File: src/rtl/fma16_pkg.sv
// Shared definitions for the fma16 retire stage: flag bit positions, the
// canonical quiet NaN, and the result/flags record carried through the FIFO.
package fma16_pkg;

   localparam int FLAG_NV = 3;
   localparam int FLAG_OF = 2;
   localparam int FLAG_UF = 1;
   localparam int FLAG_NX = 0;

   localparam logic [15:0] QNAN16 = 16'h7E00;

   typedef struct packed {
      logic [15:0] result;
      logic [3:0]  flags;
   } fma16_res_t;

endpackage

File: src/rtl/fma16_res_fifo.sv
// Small synchronous FIFO holding retired fma16 entries. The occupancy count
// is kept explicitly so full/empty need no extra pointer wrap bit.
module fma16_res_fifo #(
   parameter int DEPTH  = 2,
   parameter int DATA_W = 24
) (
   input  logic              clk,
   input  logic              rst_n,
   input  logic              push,
   input  logic [DATA_W-1:0] wr_data,
   input  logic              pop,
   output logic [DATA_W-1:0] rd_data,
   output logic              full,
   output logic              empty
);

   localparam int PTR_W = $clog2(DEPTH);
   localparam int OCC_W = $clog2(DEPTH + 1);
   localparam logic [OCC_W-1:0] FULL_OCC = OCC_W'(DEPTH);

   logic [DATA_W-1:0] mem_q [DEPTH];
   logic [DATA_W-1:0] mem_d [DEPTH];
   logic [PTR_W-1:0]  wr_ptr_q, wr_ptr_d;
   logic [PTR_W-1:0]  rd_ptr_q, rd_ptr_d;
   logic [OCC_W-1:0]  count_q, count_d;

   assign full    = (count_q == FULL_OCC);
   assign empty   = (count_q == '0);
   assign rd_data = mem_q[rd_ptr_q];

   // Next-state for storage, pointers and occupancy; push/pop arrive pre-qualified.
   always_comb begin
      mem_d    = mem_q;
      wr_ptr_d = wr_ptr_q;
      rd_ptr_d = rd_ptr_q;
      count_d  = count_q;
      if (push) begin
         mem_d[wr_ptr_q] = wr_data;
         wr_ptr_d        = wr_ptr_q + PTR_W'(1);
      end
      if (pop) begin
         rd_ptr_d = rd_ptr_q + PTR_W'(1);
      end
      case ({push, pop})
         2'b10:   count_d = count_q + OCC_W'(1);
         2'b01:   count_d = count_q - OCC_W'(1);
         default: count_d = count_q;
      endcase
   end

   // Storage is cleared on reset so the head reads as zero while empty.
   always_ff @(posedge clk or negedge rst_n) begin
      if (!rst_n) begin
         for (int i = 0; i < DEPTH; i++) mem_q[i] <= '0;
         wr_ptr_q <= '0;
         rd_ptr_q <= '0;
         count_q  <= '0;
      end else begin
         mem_q    <= mem_d;
         wr_ptr_q <= wr_ptr_d;
         rd_ptr_q <= rd_ptr_d;
         count_q  <= count_d;
      end
   end

endmodule

File: src/rtl/fma16_retire.sv
// Retire stage behind the combinational fma16 datapath: queues each result
// with its flags and tag, and keeps sticky fflags, a NaN-sanity flag and a
// retired-op counter for the CSR block.
module fma16_retire
   import fma16_pkg::*;
#(
   parameter int DEPTH = 2,
   parameter int TAG_W = 4,
   parameter int CNT_W = 16
) (
   input  logic             clk,
   input  logic             rst_n,
   input  logic             in_valid,
   output logic             in_ready,
   input  logic [15:0]      in_result,
   input  logic [3:0]       in_flags,
   input  logic [TAG_W-1:0] in_tag,
   output logic             out_valid,
   input  logic             out_ready,
   output logic [15:0]      out_result,
   output logic [3:0]       out_flags,
   output logic [TAG_W-1:0] out_tag,
   output logic [3:0]       fflags,
   input  logic             fflags_clr,
   output logic [CNT_W-1:0] retire_cnt,
   output logic             nan_err
);

   localparam int DATA_W = $bits(fma16_res_t) + TAG_W;

   logic              full, empty, accept, issue;
   fma16_res_t        res_in, res_out;
   logic [TAG_W-1:0]  tag_out;
   logic [DATA_W-1:0] wr_data, rd_data;
   logic [3:0]        fflags_q, fflags_d;
   logic [CNT_W-1:0]  retire_cnt_q, retire_cnt_d;
   logic              nan_err_q, nan_err_d;

   assign accept    = in_valid && !full;
   assign issue     = !empty && out_ready;
   assign in_ready  = !full;
   assign out_valid = !empty;

   assign res_in.result = in_result;
   assign res_in.flags  = in_flags;
   assign wr_data       = {res_in, in_tag};
   assign {res_out, tag_out} = rd_data;

   assign out_result = res_out.result;
   assign out_flags  = res_out.flags;
   assign out_tag    = tag_out;
   assign fflags     = fflags_q;
   assign retire_cnt = retire_cnt_q;
   assign nan_err    = nan_err_q;

   fma16_res_fifo #(
      .DEPTH  (DEPTH),
      .DATA_W (DATA_W)
   ) u_fifo (
      .clk     (clk),
      .rst_n   (rst_n),
      .push    (accept),
      .wr_data (wr_data),
      .pop     (issue),
      .rd_data (rd_data),
      .full    (full),
      .empty   (empty)
   );

   // Sticky status; a clear and an accept on the same edge keep the new op's flags.
   always_comb begin
      fflags_d     = (fflags_clr ? 4'b0000 : fflags_q) | (accept ? in_flags : 4'b0000);
      retire_cnt_d = issue ? retire_cnt_q + CNT_W'(1) : retire_cnt_q;
      nan_err_d    = nan_err_q;
      if (accept && in_flags[FLAG_NV] && (in_result != QNAN16)) begin
         nan_err_d = 1'b1;
      end
   end

   // Status registers; nan_err is only ever cleared by reset.
   always_ff @(posedge clk or negedge rst_n) begin
      if (!rst_n) begin
         fflags_q     <= '0;
         retire_cnt_q <= '0;
         nan_err_q    <= 1'b0;
      end else begin
         fflags_q     <= fflags_d;
         retire_cnt_q <= retire_cnt_d;
         nan_err_q    <= nan_err_d;
      end
   end

endmodule

File: config.mk
export PLATFORM = sky130hd
export DESIGN_NAME = fma16_retire
export DESIGN_NICKNAME = d
export VERILOG_FILES = /design/src/rtl/fma16_pkg.sv /design/src/rtl/fma16_res_fifo.sv /design/src/rtl/fma16_retire.sv
export SDC_FILE = /design/constraint.sdc
export NUM_CORES = 1
export LEC_CHECK = 0
export ABC_AREA = 1
export CAP_MARGIN = 5
export CORE_MARGIN = 2
export CORE_UTILIZATION = 40
export CTS_CLUSTER_SIZE = 25
export DETAILED_ROUTE_END_ITERATION = 8
export PLACE_DENSITY = 0.74
export SYNTH_ARGS = -nofsm -noshare
export SYNTH_HDL_FRONTEND = slang
export SYNTH_SLANG_ARGS = --single-unit
export TNS_END_PERCENT = 50
File: constraint.sdc
create_clock -name clk -period 2.64 [get_ports clk]
set_input_delay 0.528 -clock clk [delete_from_list [all_inputs] [get_ports clk]]
set_output_delay 0.528 -clock clk [all_outputs]
set_load 0.005 [all_outputs]
# [Yosys cells after proc, flatten, opt, wreduce, memory -nomap -nowiden]
# Index checks and enable logic that the tools add are counted.
[classes] add_sub_neg=5 n_lt_le_gt_ge=3 eq_ne=4 mux=9 bitwise_logic=3 reduce_logical=9
[op_table] op="2-to-1 mux 24 bit" n=4
[op_table] op="bitwise mux 48 bit" n=1
[op_table] op="demux 24 bit (select 1 bit)" n=1
[op_table] op="adder 16 x 1 -> 16 bit, second input constant" n=1
[op_table] op="!= test 16 x 15 -> 1 bit, second input constant" n=1
[op_table] op="2-to-1 mux 4 bit" n=2
[op_table] op="logical AND 1 bit" n=5
[op_table] op="equality test 2 bit, second input constant" n=2
[op_table] op=">= comparator 2 bit, second input constant" n=2
[op_table] op="NOT 1 -> 2 bit" n=2
[op_table] op="bitwise OR 4 bit" n=1
[op_table] op="one-hot mux 2 bit (2 select lines)" n=1
[op_table] op="adder 1 bit, second input constant" n=2
[op_table] op="adder 2 x 1 -> 2 bit, second input constant" n=1
[op_table] op="equality test 2 x 1 -> 1 bit, second input constant" n=1
[op_table] op="zero test 1 bit" n=2
[op_table] op="zero test 2 bit" n=1
[op_table] op="< comparator 2 x 1 -> 1 bit, second input constant" n=1
[op_table] op="nonzero test 2 bit" n=1
[op_table] op="subtractor 2 x 1 -> 2 bit, second input constant" n=1
[totals] reg_bits=73 in_bits=29 out_inout_bits=47 wordCells=41

# [Longest topological paths before layout]
[logic_depth] ltp_word=6 ltp_mapped=8 depth_no_buf=8

# [Hierarchy]
# From an unflattened synthesis, not the netlist that was laid out.
[hier_totals] cells_unflattened=422 hier_area_um2=3415.8
[by_module_without_submodules] module="fma16_res_fifo" instances=1 cells_per_inst=279 area_each_um2=2313.5 seq_area_each_um2=1301.2
[by_module_without_submodules] module="fma16_retire" instances=1 cells_per_inst=143 area_each_um2=1102.3 seq_area_each_um2=525.5

# [Least setup slack after synthesis]
# OpenSTA, ideal clock, no wires.
[synth_timing] kind="reg-to-output" from="reg u_fifo.rd_ptr_q" to="out out_flags[0]" t_arrival_ns=1.044 required_ns=2.112 setup_slack_ns=1.068 path_stages_with_launch=6 path_buffers=2 cell_sequence="dfrtp_1 clkbuf_1 clkinv_1 clkbuf_1 nand2_1 nand2_1"
[synth_via] elab_chain_len=4
[synth_lines] item="start: declaration" line_no="fma16_res_fifo.sv:24" source="logic [PTR_W-1:0] rd_ptr_q, rd_ptr_d;"
[synth_lines] item="start signal: assignment" line_no="fma16_res_fifo.sv:61" source="rd_ptr_q <= rd_ptr_d;"
[synth_lines] item="NOT 1 -> 2 bit (implied by the code)" line_no="fma16_res_fifo.sv:29" source="assign rd_data = mem_q[rd_ptr_q];"
[synth_lines] item="2-to-1 mux 24 bit (implied by the code) (3 in a row)" line_no="fma16_res_fifo.sv:29"
[synth_lines] item="end: declaration" line_no="fma16_retire.sv:21" source="output logic [3:0] out_flags,"
# No other way between the ends. The select of a mux whose other input is x is not followed.

# [Worst setup path in the final report]
[layout_timing] from="reg u_fifo.rd_ptr_q" to="out out_result[2]"
[layout_via] elab_chain_len=4
[layout_lines] item="NOT 1 -> 2 bit (implied by the code)" line_no="fma16_res_fifo.sv:29"
[layout_lines] item="2-to-1 mux 24 bit (implied by the code) (3 in a row)" line_no="fma16_res_fifo.sv:29"
[layout_lines] item="end: declaration" line_no="fma16_retire.sv:20" source="output logic [15:0] out_result,"
# No other way between the ends. The select of a mux whose other input is x is not followed.

==> flow_summary.toml <==
[finish]
final_layout_size_suffix_gt1_share_pct = 6.12
final_cell_count_no_fill = 595
fin_nets = 516
nFillCells = 762
syn2layout_area_growth_pct = 31.4
design_area_um2 = 4410
antenna_cells = 0

[yosys]
synthArstFlopShare_pct = 100
synth_top_area_share_pct = 54.5
synth_top_area_cell = "dfrtp_1"
synth-edff-count = 0
synth_cell_types = 24
post-synth-top-count-cell = "nand2_1"
synth-seq-area-share_pct = 54.5
synth-main-ff-cell = "dfrtp_1"
syn_avg_cell_area_um2 = 8.16
yosys-top-cells-count = "nand2_1 (163), dfrtp_1 (73), inv_1 (45)"
synthesis.area_um2 = 3350
synthTopCellsByArea = "dfrtp_1 (54%), nand2_1 (18%), o21ai_0 (5.2%)"
yosysWarnings = 0
syn_nets = 442
ys_ff_latch = 73
syn_inst = 411

[critical_path]
endpoint = "out_result[2]"
r2r_slack_ns = 0.96
crit_type = "reg2out"
arrival_ns = 1.70
cp_data_required_time_ns = 2.11
path_buf_inv = 2
critPathLaunch = "u_fifo.rd_ptr_q$_DFFE_PN0P_"
worst_setup_path_end_kind = "output pin"
slowest_stage = "clkdlybuf4s50_1"
slowest_delay_ns = 0.44
crit_fanout = 25
cp_common_cell = "nand2_1"
timing.rr.end = "u_fifo.count_q[1]$_DFFE_PN0P_"
cp_cell_sequence = "clkinv_2 -> nand2_1 -> nand2_1 -> clkdlybuf4s50_1"
worst_setup_path_start_kind = "register"
reg2reg_from = "u_fifo.count_q[0]$_DFFE_PN0P_"
cp.depth = 4
reg2reg_depth = 6
cpLargestDelayFamily = "buffers and inverters"

[routing]
via_per_inst = 4.77
routedWlPerCell_um = 12.6
drc = 0
dr.pass1.iters = 5
drtIter0Drc = 134
route.vias.total = 2838
antenna_left = 0
wl_mm = 7.53

[global_route]
grt_pass1_vias = 2784
antenna_found_initial = 0
grt-ovfl-total = 0
grt_max_degree = 74
grt_util_all_layers_pct = 18.2
grt_first_pass_wirelength_mm = 12.8

[timing]
worst_clock_skew_ns = 0.00460
rsz0062_at_grt = "false"
fin_crit_sh_pct = 84.5
hold_violations = 0
finalSetupTns_ns = 0
min_period_ns = 2.23
maxSlewHeadroom_pct = 40.4
drv_slew = 0
tightestPinTransition_ns = 0.893
setup_violations = 0
max_freq_mhz = 448

[cts]
cts_tree = "done"
cts_resized = 1
cts.clk_slew.worst_paths_ns = 0.07
clock_path_buffers = 2
cts.sinks = 73
htreeDepth = 3
cts-root-buf = "clkbuf_8"
cts_buffers = 9
cts_hold_buffers = 0
post_cts_buffers = 0
worstSkewPairLatency_ns = 0.33

[power_and_ir_drop]
vdd_drop_max_v = 0.000584
power.leakage_nw = 2.18
powerDensity_nw_per_um2 = 1080

[status]
outcome = "finished, final reports clean"

[die]
initial_core_util_pct = 41.0
die_h_um = 95.6
io_pins = 76
dieArea_um2 = 9130
coreArea_um2 = 8180
num_rows = 33
die_x_um = 95.6

[placed_design]
dp_hpwl_mm = 5.17
port_buffers = 75
gp_congestion = 0.892
place_inst = 579
place_area_um2 = 4180

[flow_run]
maxCapViolations = 0

[worst_hold_path]
hold_path.class = "in2async"
## worst min path at each step
stage                                              end
after floorplan                    fflags[0]$_DFF_PN0_
after global placement    u_fifo.mem_q[42]$_DFFE_PN0P_
after detailed placement  u_fifo.mem_q[16]$_DFFE_PN0P_
after CTS                    retire_cnt[5]$_DFFE_PN0P_
after global routing        retire_cnt[11]$_DFFE_PN0P_
final                       retire_cnt[11]$_DFFE_PN0P_
## flip-flops by register name (all words and copies together), names as in the netlist
signal / cells
fflags: 4
nan_err: 1
retire_cnt: 16
u_fifo.count_q: 2
u_fifo.mem_q: 48
u_fifo.rd_ptr_q: 1
u_fifo.wr_ptr_q: 1
## through the flow
stage                     hold slack (ns)  setup slack (ns)  total power [mW]  util, %
after global routing                0.388             0.255              5.18     53.9
after CTS                           0.346             0.361              4.82     53.9
after global placement              0.466             0.399              3.75     51.1
after floorplan                     0.232              1.07              2.85        -
after detailed placement            0.473             0.344              3.82     51.1
final                               0.309             0.409              4.77     53.9
## logic make-up after synthesis
family	count (synthesis)	share of synthesized area [%]
adder cells (fa/ha/maj)	2	0.746
buffers and inverters	62	7.61
AO/OA/AOI/OAI	56	9.14
AND/OR/NAND/NOR	207	25.2
flip-flops	73	54.5
XOR/XNOR	11	2.87
## layout make-up
class                           instances  area [um2]  share of cell area [%]
Clock inverter                          4        75.1                    1.70
Sequential cell                        73        1830                    41.4
Inverter                               47         178                    4.03
Timing Repair Buffer                   78         771                    17.5
Tap cell                              105         131                    2.98
Clock buffer                           12         155                    3.52
Multi-Input combinational cell        276        1270                    28.9
## cells in the final DEF (no fill, tap or decap)
cell type,Yosys,final
inv_1,45,45
nand3b_1,2,2
xor2_1,6,6
o21ai_2,5,5
a21oi_1,1,1
clkbuf_1,7,1
o21ai_0,35,35
or2_4,1,1
inv_2,1,1
nor2_4,1,1
clkinv_2,0,1
xnor2_1,5,5
bufinv_16,0,2
o21ai_1,10,10
clkinvlp_4,0,2
o22ai_1,4,4
clkdlybuf4s50_1,0,74
nand4_1,9,9
a21o_1,1,1
nand2_4,2,2
ha_1,2,2
nand2_1,163,163
nand3_1,8,8
dfrtp_1,73,73
nor2_1,21,21
clkbuf_8,0,11
buf_4,0,4
## metal layers
layer,vias up,share of wire (%),global-route usage [%]
met3,15,5.0,3.24
li1,1424,-,-
met5,-,0,0
met2,89,47,28.0
met4,0,2.4,9.64
met1,1310,45,24.4
## report_power, final
part / internal, mW / switching, mW / leakage (nW)
sequential: 1.56 / 0.305 / 0.912
combinational: 0.988 / 0.924 / 1.16
clock: 0.584 / 0.401 / 0.109
total: 3.14 / 1.63 / 2.18
No activity file was read; power rests on OpenSTA's default activity.
==> RTL edit (same settings) <==
`TAG_W`: 4 -> 6.
--- a/src/rtl/fma16_retire.sv
+++ b/src/rtl/fma16_retire.sv
@@ -6,5 +6,5 @@
 #(
    parameter int DEPTH = 2,
-   parameter int TAG_W = 4,
+   parameter int TAG_W = 6,
    parameter int CNT_W = 16
 ) (
Ports: changed (resized in_tag and out_tag); port bits go from 76 to 80. The function was not compared with the original's and may differ.
==> RTL edit against the original RTL <==
Clock skew grew 0.0011 ns; area after synthesis grew 9.8%; clock power up 13%; setup slack got worse by 0.11 ns; highest routed layer unchanged; die area up 9.4%; routed wire length is 7.5% higher; sequential power up 6%; sequential cell count grew 4; total power up 13%; combinational power up 19%; largest cell class unchanged; synthesized cell count increased by 5.1%; final area rose by 10%.
==> RTL edit: results (changes against the original RTL) <==
[metrics] run status: complete, no violations
[metrics] synthesized-area fraction occupied by ao, oa, aoi and oai cells: 11.0% (+1.9 points)
[metrics] relative max-transition margin: 53.6% (+13 points)
[metrics] clock-pin transition on the worst setup and hold timing paths: ~0.080 ns
[metrics] diodes inserted: 0 (unchanged)
[metrics] maximum number of pins on one net before global-route repair: 44 (-41%)
[metrics] total of warnings raised by yosys: 0 (unchanged)
[metrics] number of setup buffers added after CTS: 0 (unchanged)
[metrics] Iteration-0 DRC Markers: 115 (-14%)
[metrics] Netlist cell types: 25 (+4.2%)
[metrics] clock network latency to the later pin of the worst-skew pair: 0.34 ns
[metrics] Post-synth ARST share: 100% (unchanged)
[metrics] final number of setup-violating endpoints: 0 (unchanged)
[metrics] sequential element share of the synthesized area: 52.3% (-2.1 points)
[metrics] worst path arrival time: 1.81 ns (+0.11 ns)
[metrics] cell types with the highest counts after synthesis: nand2_1, dfrtp_1, inv_1, o21ai_0, o21ai_2
[metrics] final WL: 8.09 mm (+7.5%)
[metrics] Post-Synth XOR/XNOR Area: 2.62% (-0.26 points)
[metrics] hpwl dp: 5.81 mm (+12%)
[metrics] dominant cells by area after synthesis: dfrtp_1, nand2_1, o21ai_2
[metrics] largest register by flop count: u_fifo.mem_q
[metrics] number of detailed-route iterations in the first pass: 4 (-1)
[metrics] global placement routability congestion: 0.809 (-9.3%)
[metrics] Worst VDD drop: 0.000548 V (-6.2%)
[metrics] Resized Gates After CTS: 0 (-1)
[metrics] antenna violations before repair: 0 (unchanged)
[metrics] class of the tightest hold or removal check: input pin to async pin
[metrics] clock buffers created by TritonCTS: 9 (unchanged)
[metrics] number of input and output port buffers inserted: 79 (+5.3%)
[metrics] Final nets: 545 (+5.6%)
[metrics] overall track demand over capacity in global routing: 17.3% (-0.82 points)
[metrics] adder-cell share of the synthesized area: 0.679% (-0.067 points)
[metrics] via density per instance: 4.79 (+0.35%)
[metrics] first-pass GRT wire length: 13.7 mm (+6.9%)
[metrics] worst-case clock skew: 0.00566 ns (+0.00106 ns)
[metrics] commonest register cell after synthesis: dfrtp_1
[metrics] largest fanout of any net on the critical path: 20 (-20%)
[metrics] number of levels in the clock H-tree: 3 (unchanged)
[metrics] maximum root-to-sink buffer count: 2 (unchanged)
[metrics] Post-Synthesis Net Count: 465 (+5.2%)
[metrics] root buffer selected by CTS: clkbuf_8
[metrics] number of flip-flops in the largest register: 52 (+8.3%)
[metrics] vias in the first global route: 2925 (+5.1%)
[metrics] fraction of final layout cells with drive strength greater than 1: 15.1% (+9.0 points)
[metrics] leakage component of the power: 0.00237 uW (+8.9%)
[metrics] fraction of synthesized area in multiplexers: 0% (unchanged)
==> RTL edit: logic make-up (layout without fill, tap and decap cells) <==
logic type,count (synthesis),in the layout
AND/OR/NAND/NOR,217,217
flip-flops,77,77
buffers and inverters,65,150
AO/OA/AOI/OAI,60,60
XOR/XNOR,11,11
adder cells (fa/ha/maj),2,2
==> RTL edit: stage by stage <==
stage	setup WS (ns)	cells	util, %	hold WS, ns	cell area [sq um]
after floorplan	1.08	432	-	0.232	3680
after global placement	0.413	612	50.7	0.459	4590
after detailed placement	0.378	612	50.7	0.470	4590
after CTS	0.275	628	53.5	0.169	4850
after global routing	0.192	628	53.5	0.186	4850
final	0.301	628	53.5	0.160	4850
==> RTL edit: report_power, final <==
group          switching, uW  total [uW]  internal [uW]
combinational           1090        2280           1180
clock                    404        1110            706
sequential               334        1990           1650
total                   1830        5380           3550
==> RTL edit: layout make-up <==
type | count | area [sq um]
Fill cell | 845 | 4210
Sequential cell | 77 | 1930
Multi-Input combinational cell | 290 | 1470
Timing Repair Buffer | 85 | 871
Inverter | 49 | 184
Clock buffer | 13 | 169
Tap cell | 111 | 139
Clock inverter | 3 | 90.1
==> RTL edit: worst max-delay path, cell delays in order (launching register included) <==
cell and delay [ns]:
dfrtp_1 0.35, clkinv_1 0.28, buf_12 0.27, nand2_1 0.06
nand2_1 0.07, clkdlybuf4s50_1 0.44
==> RTL edit: per-layer routing <==
metal	global-route usage (%)	share of wire (%)
met1	23.8	46
met2	27.4	48
met3	5.29	5.4
met4	3.79	0.90
met5	0	0
==> RTL edit: worst paths after layout <==
| check | from | slack (ns) | endpoint | depth (start not counted) |
|---|---|---|---|---|
| worst max-delay path | u_fifo.rd_ptr_q$_DFFE_PN0P_ | 0.30 | out_result[7] | 5 |
| min in group clk | nan_err$_DFFE_PN0P_ | 0.48 | nan_err$_DFFE_PN0P_ | 2 |
| worst max register to register | u_fifo.count_q[0]$_DFFE_PN0P_ | 0.87 | u_fifo.mem_q[48]$_DFFE_PN0P_ | 7 |
| worst min register to register | nan_err$_DFFE_PN0P_ | 0.48 | nan_err$_DFFE_PN0P_ | 2 |
| max in group asynchronous | rst_n | 1.82 | u_fifo.mem_q[25]$_DFFE_PN0P_ | 2 |
| worst min-delay path | rst_n | 0.16 | u_fifo.mem_q[3]$_DFFE_PN0P_ | 1 |
